--- src/rtl/instr_fetch_unit_if.sv ---
// Fetch-unit bus: instruction memory port, decoder handshake and execute feedback.
// master = fetch unit (drives request, instruction, pc and fault).
// slave  = surrounding pipeline/memory (drives ready, data and resolve info).
interface instr_fetch_unit_if;
  logic        imem_req;
  logic [31:0] imem_addr;
  logic        imem_ready;
  logic [31:0] imem_rdata;
  logic [31:0] instr;
  logic        instr_valid;
  logic        instr_ready;
  logic [31:0] pc;
  logic        resolve_valid;
  logic [2:0]  Branch;
  logic        Zero;
  logic        Less;
  logic [31:0] imm;
  logic [31:0] rs1_data;
  logic        fault;

  modport master (
    output imem_req, imem_addr, instr, instr_valid, pc, fault,
    input  imem_ready, imem_rdata, instr_ready, resolve_valid,
           Branch, Zero, Less, imm, rs1_data
  );

  modport slave (
    input  imem_req, imem_addr, instr, instr_valid, pc, fault,
    output imem_ready, imem_rdata, instr_ready, resolve_valid,
           Branch, Zero, Less, imm, rs1_data
  );
endinterface

--- src/rtl/instr_fetch_unit.sv ---
// Purpose: single-issue fetch FSM (FETCH -> ISSUE -> RESOLVE), computes next pc from branch info.
// Latency: 3 cycles minimum per instruction; first imem_req one cycle after reset release.
// Backpressure: waits indefinitely on imem_ready, instr_ready and resolve_valid; HALT on misaligned target.
module instr_fetch_unit #(
  parameter logic [31:0] RESET_PC = 32'h0000_0000
) (
  input  logic          clk,
  input  logic          rst_n,
  instr_fetch_unit_if.master bus
);

  typedef enum logic [1:0] {FETCH, ISSUE, RESOLVE, HALT} state_t;

  localparam logic [31:0] NOP = 32'h0000_0013;

  state_t      r_state;
  logic [31:0] r_pc;
  logic [31:0] r_instr;
  logic        r_instr_valid;
  logic        r_imem_req;
  logic        r_fault;

  logic [31:0] w_pc_plus4;
  logic [31:0] w_pc_plus_imm;
  logic [31:0] w_jalr_tgt;
  logic [31:0] w_next_pc;
  logic        w_aligned;

  // All adds wrap modulo 2^32; jalr clears bit 0 before the alignment check.
  assign w_pc_plus4    = r_pc + 32'd4;
  assign w_pc_plus_imm = r_pc + bus.imm;
  assign w_jalr_tgt    = (bus.rs1_data + bus.imm) & ~32'h1;
  assign w_aligned     = (w_next_pc[1:0] == 2'b00);

  // Next-pc select from the branch type resolved by execute.
  always_comb begin
    w_next_pc = w_pc_plus4;
    case (bus.Branch)
      3'b001:  w_next_pc = w_pc_plus_imm;
      3'b010:  w_next_pc = w_jalr_tgt;
      3'b100:  w_next_pc = bus.Zero  ? w_pc_plus_imm : w_pc_plus4;
      3'b101:  w_next_pc = !bus.Zero ? w_pc_plus_imm : w_pc_plus4;
      3'b110:  w_next_pc = bus.Less  ? w_pc_plus_imm : w_pc_plus4;
      3'b111:  w_next_pc = !bus.Less ? w_pc_plus_imm : w_pc_plus4;
      default: w_next_pc = w_pc_plus4;
    endcase
  end

  // Fetch FSM with registered outputs; inputs not relevant to the current state are ignored.
  always_ff @(posedge clk or negedge rst_n) begin
    if (!rst_n) begin
      r_state       <= FETCH;
      r_pc          <= RESET_PC;
      r_instr       <= NOP;
      r_instr_valid <= 1'b0;
      r_imem_req    <= 1'b0;
      r_fault       <= 1'b0;
    end else begin
      case (r_state)
        FETCH: begin
          // The first cycle after reset only raises the request; memory data counts once requested.
          if (!r_imem_req) begin
            r_imem_req <= 1'b1;
          end else if (bus.imem_ready) begin
            r_instr       <= bus.imem_rdata;
            r_instr_valid <= 1'b1;
            r_imem_req    <= 1'b0;
            r_state       <= ISSUE;
          end
        end
        ISSUE: begin
          if (bus.instr_ready) begin
            r_instr_valid <= 1'b0;
            r_state       <= RESOLVE;
          end
        end
        RESOLVE: begin
          if (bus.resolve_valid) begin
            if (w_aligned) begin
              r_pc       <= w_next_pc;
              r_imem_req <= 1'b1;
              r_state    <= FETCH;
            end else begin
              r_fault <= 1'b1;
              r_state <= HALT;
            end
          end
        end
        default: begin
          r_imem_req    <= 1'b0;
          r_instr_valid <= 1'b0;
        end
      endcase
    end
  end

  assign bus.imem_req    = r_imem_req;
  assign bus.imem_addr   = r_pc;
  assign bus.pc          = r_pc;
  assign bus.instr       = r_instr;
  assign bus.instr_valid = r_instr_valid;
  assign bus.fault       = r_fault;

endmodule

--- src/flat_wrapper.sv ---
// flat-port wrapper written by rule: the top's interface ports become plain ports
module instr_fetch_unit_flat 
#(
  parameter logic [31:0] RESET_PC = 32'h0000_0000
)
  (clk, rst_n, bus_imem_req, bus_imem_addr, bus_instr, bus_instr_valid, bus_pc, bus_fault, bus_imem_ready, bus_imem_rdata, bus_instr_ready, bus_resolve_valid, bus_Branch, bus_Zero, bus_Less, bus_imm, bus_rs1_data);
  instr_fetch_unit_if bus_i ();
  input  logic clk;
  input  logic rst_n;
  output wire logic [$bits(bus_i.imem_req)-1:0] bus_imem_req;
  output wire logic [$bits(bus_i.imem_addr)-1:0] bus_imem_addr;
  output wire logic [$bits(bus_i.instr)-1:0] bus_instr;
  output wire logic [$bits(bus_i.instr_valid)-1:0] bus_instr_valid;
  output wire logic [$bits(bus_i.pc)-1:0] bus_pc;
  output wire logic [$bits(bus_i.fault)-1:0] bus_fault;
  input wire logic [$bits(bus_i.imem_ready)-1:0] bus_imem_ready;
  input wire logic [$bits(bus_i.imem_rdata)-1:0] bus_imem_rdata;
  input wire logic [$bits(bus_i.instr_ready)-1:0] bus_instr_ready;
  input wire logic [$bits(bus_i.resolve_valid)-1:0] bus_resolve_valid;
  input wire logic [$bits(bus_i.Branch)-1:0] bus_Branch;
  input wire logic [$bits(bus_i.Zero)-1:0] bus_Zero;
  input wire logic [$bits(bus_i.Less)-1:0] bus_Less;
  input wire logic [$bits(bus_i.imm)-1:0] bus_imm;
  input wire logic [$bits(bus_i.rs1_data)-1:0] bus_rs1_data;
  assign bus_imem_req = bus_i.imem_req;
  assign bus_imem_addr = bus_i.imem_addr;
  assign bus_instr = bus_i.instr;
  assign bus_instr_valid = bus_i.instr_valid;
  assign bus_pc = bus_i.pc;
  assign bus_fault = bus_i.fault;
  assign bus_i.imem_ready = bus_imem_ready;
  assign bus_i.imem_rdata = bus_imem_rdata;
  assign bus_i.instr_ready = bus_instr_ready;
  assign bus_i.resolve_valid = bus_resolve_valid;
  assign bus_i.Branch = bus_Branch;
  assign bus_i.Zero = bus_Zero;
  assign bus_i.Less = bus_Less;
  assign bus_i.imm = bus_imm;
  assign bus_i.rs1_data = bus_rs1_data;
  instr_fetch_unit #(.RESET_PC(RESET_PC)) u_core (.clk(clk), .rst_n(rst_n), .bus(bus_i));
endmodule
--- config.mk ---
export PLATFORM = sky130hd
export DESIGN_NAME = instr_fetch_unit_flat
export DESIGN_NICKNAME = d
export VERILOG_FILES = /design/src/rtl/instr_fetch_unit_if.sv /design/src/rtl/instr_fetch_unit.sv /design/src/flat_wrapper.sv
export SDC_FILE = /design/constraint.sdc
export NUM_CORES = 1
export LEC_CHECK = 0
export BUFFER_PORTS_ARGS = -buffer_cell sky130_fd_sc_hd__buf_2
export CAP_MARGIN = 25
export CORE_MARGIN = 1
export CORE_UTILIZATION = 55
export CTS_CLUSTER_SIZE = 40
export DETAILED_ROUTE_END_ITERATION = 10
export PLACE_DENSITY = 0.92
export SKIP_CTS_REPAIR_TIMING = 1
export SLEW_MARGIN = 5
export SYNTH_ARGS = -nofsm -noshare
export SYNTH_HDL_FRONTEND = slang
export SYNTH_SLANG_ARGS = --single-unit
--- constraint.sdc ---
create_clock -name clk -period 7.07 [get_ports clk]
set_input_delay 1.414 -clock clk [delete_from_list [all_inputs] [get_ports clk]]
set_output_delay 1.414 -clock clk [all_outputs]
set_load 0.05 [all_outputs]
; Yosys cells after proc, flatten, opt, wreduce, memory -nomap -nowiden
; Cells that the tools add are included.
[op_classes]
n_addsub = 3
eq_ne = 13
n_mux = 20
bitwise = 3
reduce_logical = 9
[ops]
columns = cell, count
row1 = one-hot mux 32 bit (6 select lines), 1
row2 = two-way mux 32 bit, 4
row3 = adder 32 bit, 2
row4 = "adder 32 x 3 -> 32 bit, second input constant", 1
row5 = "equality test 3 bit, second input constant", 4
row6 = AND reduction 3 bit, 4
row7 = two-way mux 2 bit, 5
row8 = two-way mux 1 bit, 7
row9 = "inequality test 2 bit, second input constant", 3
row10 = one-hot mux 1 bit (3 select lines), 2
row11 = one-hot mux 2 bit (3 select lines), 1
row12 = AND reduction 5 bit, 1
row13 = logical NOT 2 bit, 2
row14 = "inequality test 2 x 1 -> 1 bit, second input constant", 2
row15 = AND reduction 4 bit, 1
row16 = "equality test 3 x 1 -> 1 bit, second input constant", 1
row17 = "equality test 3 x 2 -> 1 bit, second input constant", 1
row18 = NOT 1 bit, 3
row19 = nonzero test 3 bit, 1
row20 = "equality test 2 x 1 -> 1 bit, second input constant", 1
row21 = "equality test 2 bit, second input constant", 1
[word_totals]
reg_bits = 69
input_bits = 106
output_inout_bits = 99

; Longest topological paths before layout
[logic_depth]
depth_word = 7
mapped_depth = 12
ltp_nobuf = 12

; Worst setup path after synthesis
; Ideal clock, no wire load.
[synth_timing]
kind = in2reg
startpoint = in bus_imm[0]
endpoint = reg u_core.r_pc[30] (netlist: u_core.bus.imem_addr[30])
setup_ns = 0.139
t_arrival_ns = 4.128
setup_slack_ns = 2.803
stages = 12
path_buffers = 0
cell_sequence = ha_1 > inv_1 > fa_1 > nand2b_1 > a21o_1 > a31o_1 > o21a_1 > o31a_1 > or4_1 > and3_1 > o32ai_1 > o211ai_1
[synth_via]
elab_chain_cells = 5
word_cells_on_any_way = 9
cone_classes = 2 x add/sub / 5 x mux / 2 x reduce/logical
[synth_lines]
columns = element, line_no
row1 = from (decl), flat_wrapper.sv:23  ; input wire logic [$bits(bus_i.imm)-1:0] bus_imm;
row2 = adder 32 bit, instr_fetch_unit.sv:31  ; assign w_pc_plus_imm = r_pc + bus.imm;
row3 = "two-way mux 32 bit, on equally long branches", --
row4 = one-hot mux 32 bit (6 select lines) *, instr_fetch_unit.sv:38  ; case (bus.Branch)
row5 = logical NOT 2 bit, instr_fetch_unit.sv:33  ; assign w_aligned = (w_next_pc[1:0] == 2'b00);
row6 = AND reduction 3 bit (no source line), --
row7 = to (signal assigned), instr_fetch_unit.sv:80  ; r_pc <= w_next_pc;
row8 = to (decl), instr_fetch_unit.sv:17  ; logic [31:0] r_pc;
; Mark *: on every way between the ends. The rest lies on a longest branch, timed or not.
; A chain may end at the register's enable or synchronous reset.

; Worst setup path in the final report
; Same ends and word-level chain as after synthesis.

==> qor.txt <==
Max cap viols -> 0
Main flop type after synthesis -> dfrtp_1
Chip width -> 115 um
Largest net degree at the start of global routing -> 70
Initial drt markers -> 674
Worst hold path depth -> 1
Share of layout cells above drive strength 1 -> 0.261
Logic pwr share -> 0.659
Power Dens Cells -> 440 nW/um2
Clock transition at the registers of the reported paths -> 0.05 ns
Arrival @ worst endpoint -> 4.60 ns
Post-synth cell types -> 64
Total CTS buffers -> 9
Post-DP HPWL -> 15600 um
Avg WL per Cell -> 17.1 um
CTS Root Cell -> clkbuf_16
CTS tree -> yes
Number of synthesized register bits -> 69
Final setup violation count -> 0
Post-synth top area share -> 0.234
Max-slew headroom -> 0.342
Crit path required time -> 7.26 ns
Crit path launch type -> input port
Part of the cycle the worst path needs -> 0.624
Most instantiated cells after synthesis -> 75 x nand2_1, 68 x a21oi_1, 68 x o21ai_0
Ranking of synthesized cells by area -> dfrtp_1 23%, ha_1 12%, mux2_2 5.4%, xnor2_1 4.8%, a21oi_1 4.8%
Overall power -> 3.67 mW
Mean post-synth cell area -> 8.22 um2
Initial core utilization -> 0.562
Post-Route WL -> 20600 um
Via density -> 6.08
Pleak -> 4.02 nW
Vias in the first global route -> 6571
Reg2Reg Capture Point -> u_core.bus.imem_addr[30]
Flop pwr share -> 0.221
Seq/Total Area, Yosys -> 0.245
ANT cells -> 0
Worst-path maximum fanout -> 5
Layout filler cell count -> 1001
DR pass1 iterations -> 6
Slowest CP cell -> or4_1
Final #Nets -> 1199
Max Transition Viols Final -> 0
Placed cells -> 1186
Clock sinks -> 69
Final RePlAce weighted congestion -> 1.01
Post-synth top area cell -> dfrtp_1
Synth Cell Area -> 7070 um2
Full die area -> 13300 um2
WS Path Type -> in -> reg
Synth Instances -> 860
Final Hold Vio Count -> 0
CP Launch Point -> bus_imm[0]
Site row count -> 41
FMAX -> 227 MHz
Hold wc startpoint -> u_core.bus.instr[14]
I/O Buffers -> 204
Clock skew -> 0.00880 ns
Tmin final -> 4.41 ns
Residual DRC -> 0
Clk Latency, worst-skew pair -> 0.33 ns
Synth Warn # -> 0
First-pass GRT wire length -> 31600 um
Asr flop ratio synth -> 1.00
Worst-path cell chain -> buf_2 -> ha_1 -> inv_1 -> fa_1 -> nand2b_1 -> a21o_1 -> a31o_1 -> o21a_1 -> o31a_1 -> or4_1 -> and3_1 -> o32ai_1 -> o211ai_1
Gr usage total -> 0.302
H-tree levels -> 3
Most common cell in the netlist -> nand2_1
Post-Layout Cell Count -> 1202
RR Startpoint -> u_core.bus.imem_addr[0]
Pint -> 1.61 mW
Slack of the worst reg-to-reg path -> 3.41 ns
Path depth of the worst reg2reg path -> 12
Maximum VDD drop -> 0.216 mV
Slowest Stage Delay on Critical Path -> 0.58 ns
Vias -> 7310
Number of antenna violations at the first check in global routing -> 0
Switch share -> 0.562
Clk pwr share -> 0.120
Core area -> 12600 um2
Status -> finished, final reports clean
Layout area overhead -> 17.9%
IO Count -> 205
EDFF count, synth -> 0
CP endpoint kind -> register
Worst Hold Margin -> 0.498 ns
RSZ-0062 raised after global routing -> no
Slew @ Worst Pin -> 0.988 ns
Die Y-Extent -> 115 um
Syn Nets -> 1034
Type of the tightest min-delay check -> reg -> reg
Net Switching -> 2.06 mW
Max Buffers Root-to-Sink -> 2
Worst Hold Path EP -> u_core.bus.instr[14]
Overflow after GRT -> 0
Final ANT Viol Nets -> 0
Setup TNS -> 0 ns
[state kept, by name, summed over array words and instances (netlist names)]
| name | count |
|---|---|
| u_core.bus.imem_addr | 32 |
| u_core.r_state | 2 |
| u_core.bus.instr_valid | 1 |
| u_core.bus.imem_req | 1 |
| u_core.bus.fault | 1 |
| u_core.bus.instr | 32 |
[worst max path at each step]
stage	cells past startpoint	slack (ns)	end
final	13	2.66	u_core.bus.imem_addr[30]
after CTS	13	2.70	u_core.bus.imem_addr[30]
after global routing	13	2.50	u_core.bus.imem_addr[30]
after global placement	13	2.47	u_core.bus.imem_addr[30]
after detailed placement	13	2.36	u_core.bus.imem_addr[30]
after floorplan	12	2.80	u_core.bus.imem_addr[30]
[final cells by class]
class | instances | area (um2) | area share
clock inverters | 4 | 47.5 | 0.00570
well taps | 172 | 215 | 0.0258
repair buffers | 211 | 1070 | 0.129
clock buffers | 12 | 246 | 0.0296
inverters | 28 | 105 | 0.0126
flip-flops and latches | 69 | 1730 | 0.208
multi-input cells | 706 | 4920 | 0.590
[cell families (layout without fill, tap and decap cells)]
kind of cell / count (synthesis) / after routing / synth area share
multiplexers: 37 / 37 / 0.0584
buffers and inverters: 85 / 255 / 0.0623
adder cells (fa/ha/maj): 68 / 68 / 0.122
XOR/XNOR: 66 / 66 / 0.0818
flip-flops: 69 / 69 / 0.245
AO/OA/AOI/OAI: 284 / 284 / 0.260
AND/OR/NAND/NOR: 251 / 251 / 0.170
[worst max-delay path, delay by kind of cell]
family	cells	cell delay [ns]
compound gates	6	1.45
fa+ha+maj	2	0.57
simple gates	3	0.97
buf+inv	2	0.18
[metrics by stage]
step,cell area [um2],util,worst slack (ns)
after floorplan,7070,-,2.80
after global placement,8040,0.640,2.47
after detailed placement,8040,0.640,2.36
after CTS,8330,0.663,2.70
after global routing,8330,0.663,2.50
final,8330,0.663,2.66
[routing by layer]
metal  share of wire  GRT usage  wire length [um]  vias to the layer above
li1                -          -                 -                     3513
met1            0.43      0.404              8860                     3339
met2            0.45      0.483              9200                      411
met3           0.096     0.0548              1970                       47
met4           0.026      0.119               536                        0
met5               0          0                 0                        -
[power groups by stage]
stage               logic (mW)  clock network (mW)  registers [mW]
detailed placement        2.38                   0           0.808
finish                    2.42               0.440           0.810
global placement          2.36                   0           0.798
CTS                       2.40               0.447           0.804
global route              2.59               0.465           0.834
floorplan                 1.36                   0            1.36
[cell usage in the layout, fill, tap and decap left out, types with 7 or more instances in the layout]
cell type	n
nor3_1	17
a21oi_1	68
nor2_1	58
xnor2_1	39
o211ai_1	7
buf_2	204
a31oi_1	14
a211oi_1	8
xor2_1	26
a21o_1	29
o21bai_1	9
ha_1	66
a221oi_1	8
o22ai_1	14
mux2_2	34
o21ai_0	68
nand2_1	75
nand4_1	11
inv_1	28
and3_1	13
nand2b_1	10
clkbuf_16	9
or3_1	7
nand3_1	32
buf_4	7
o21a_1	7
dfrtp_1	66
(Power assumes the default switching activity.)
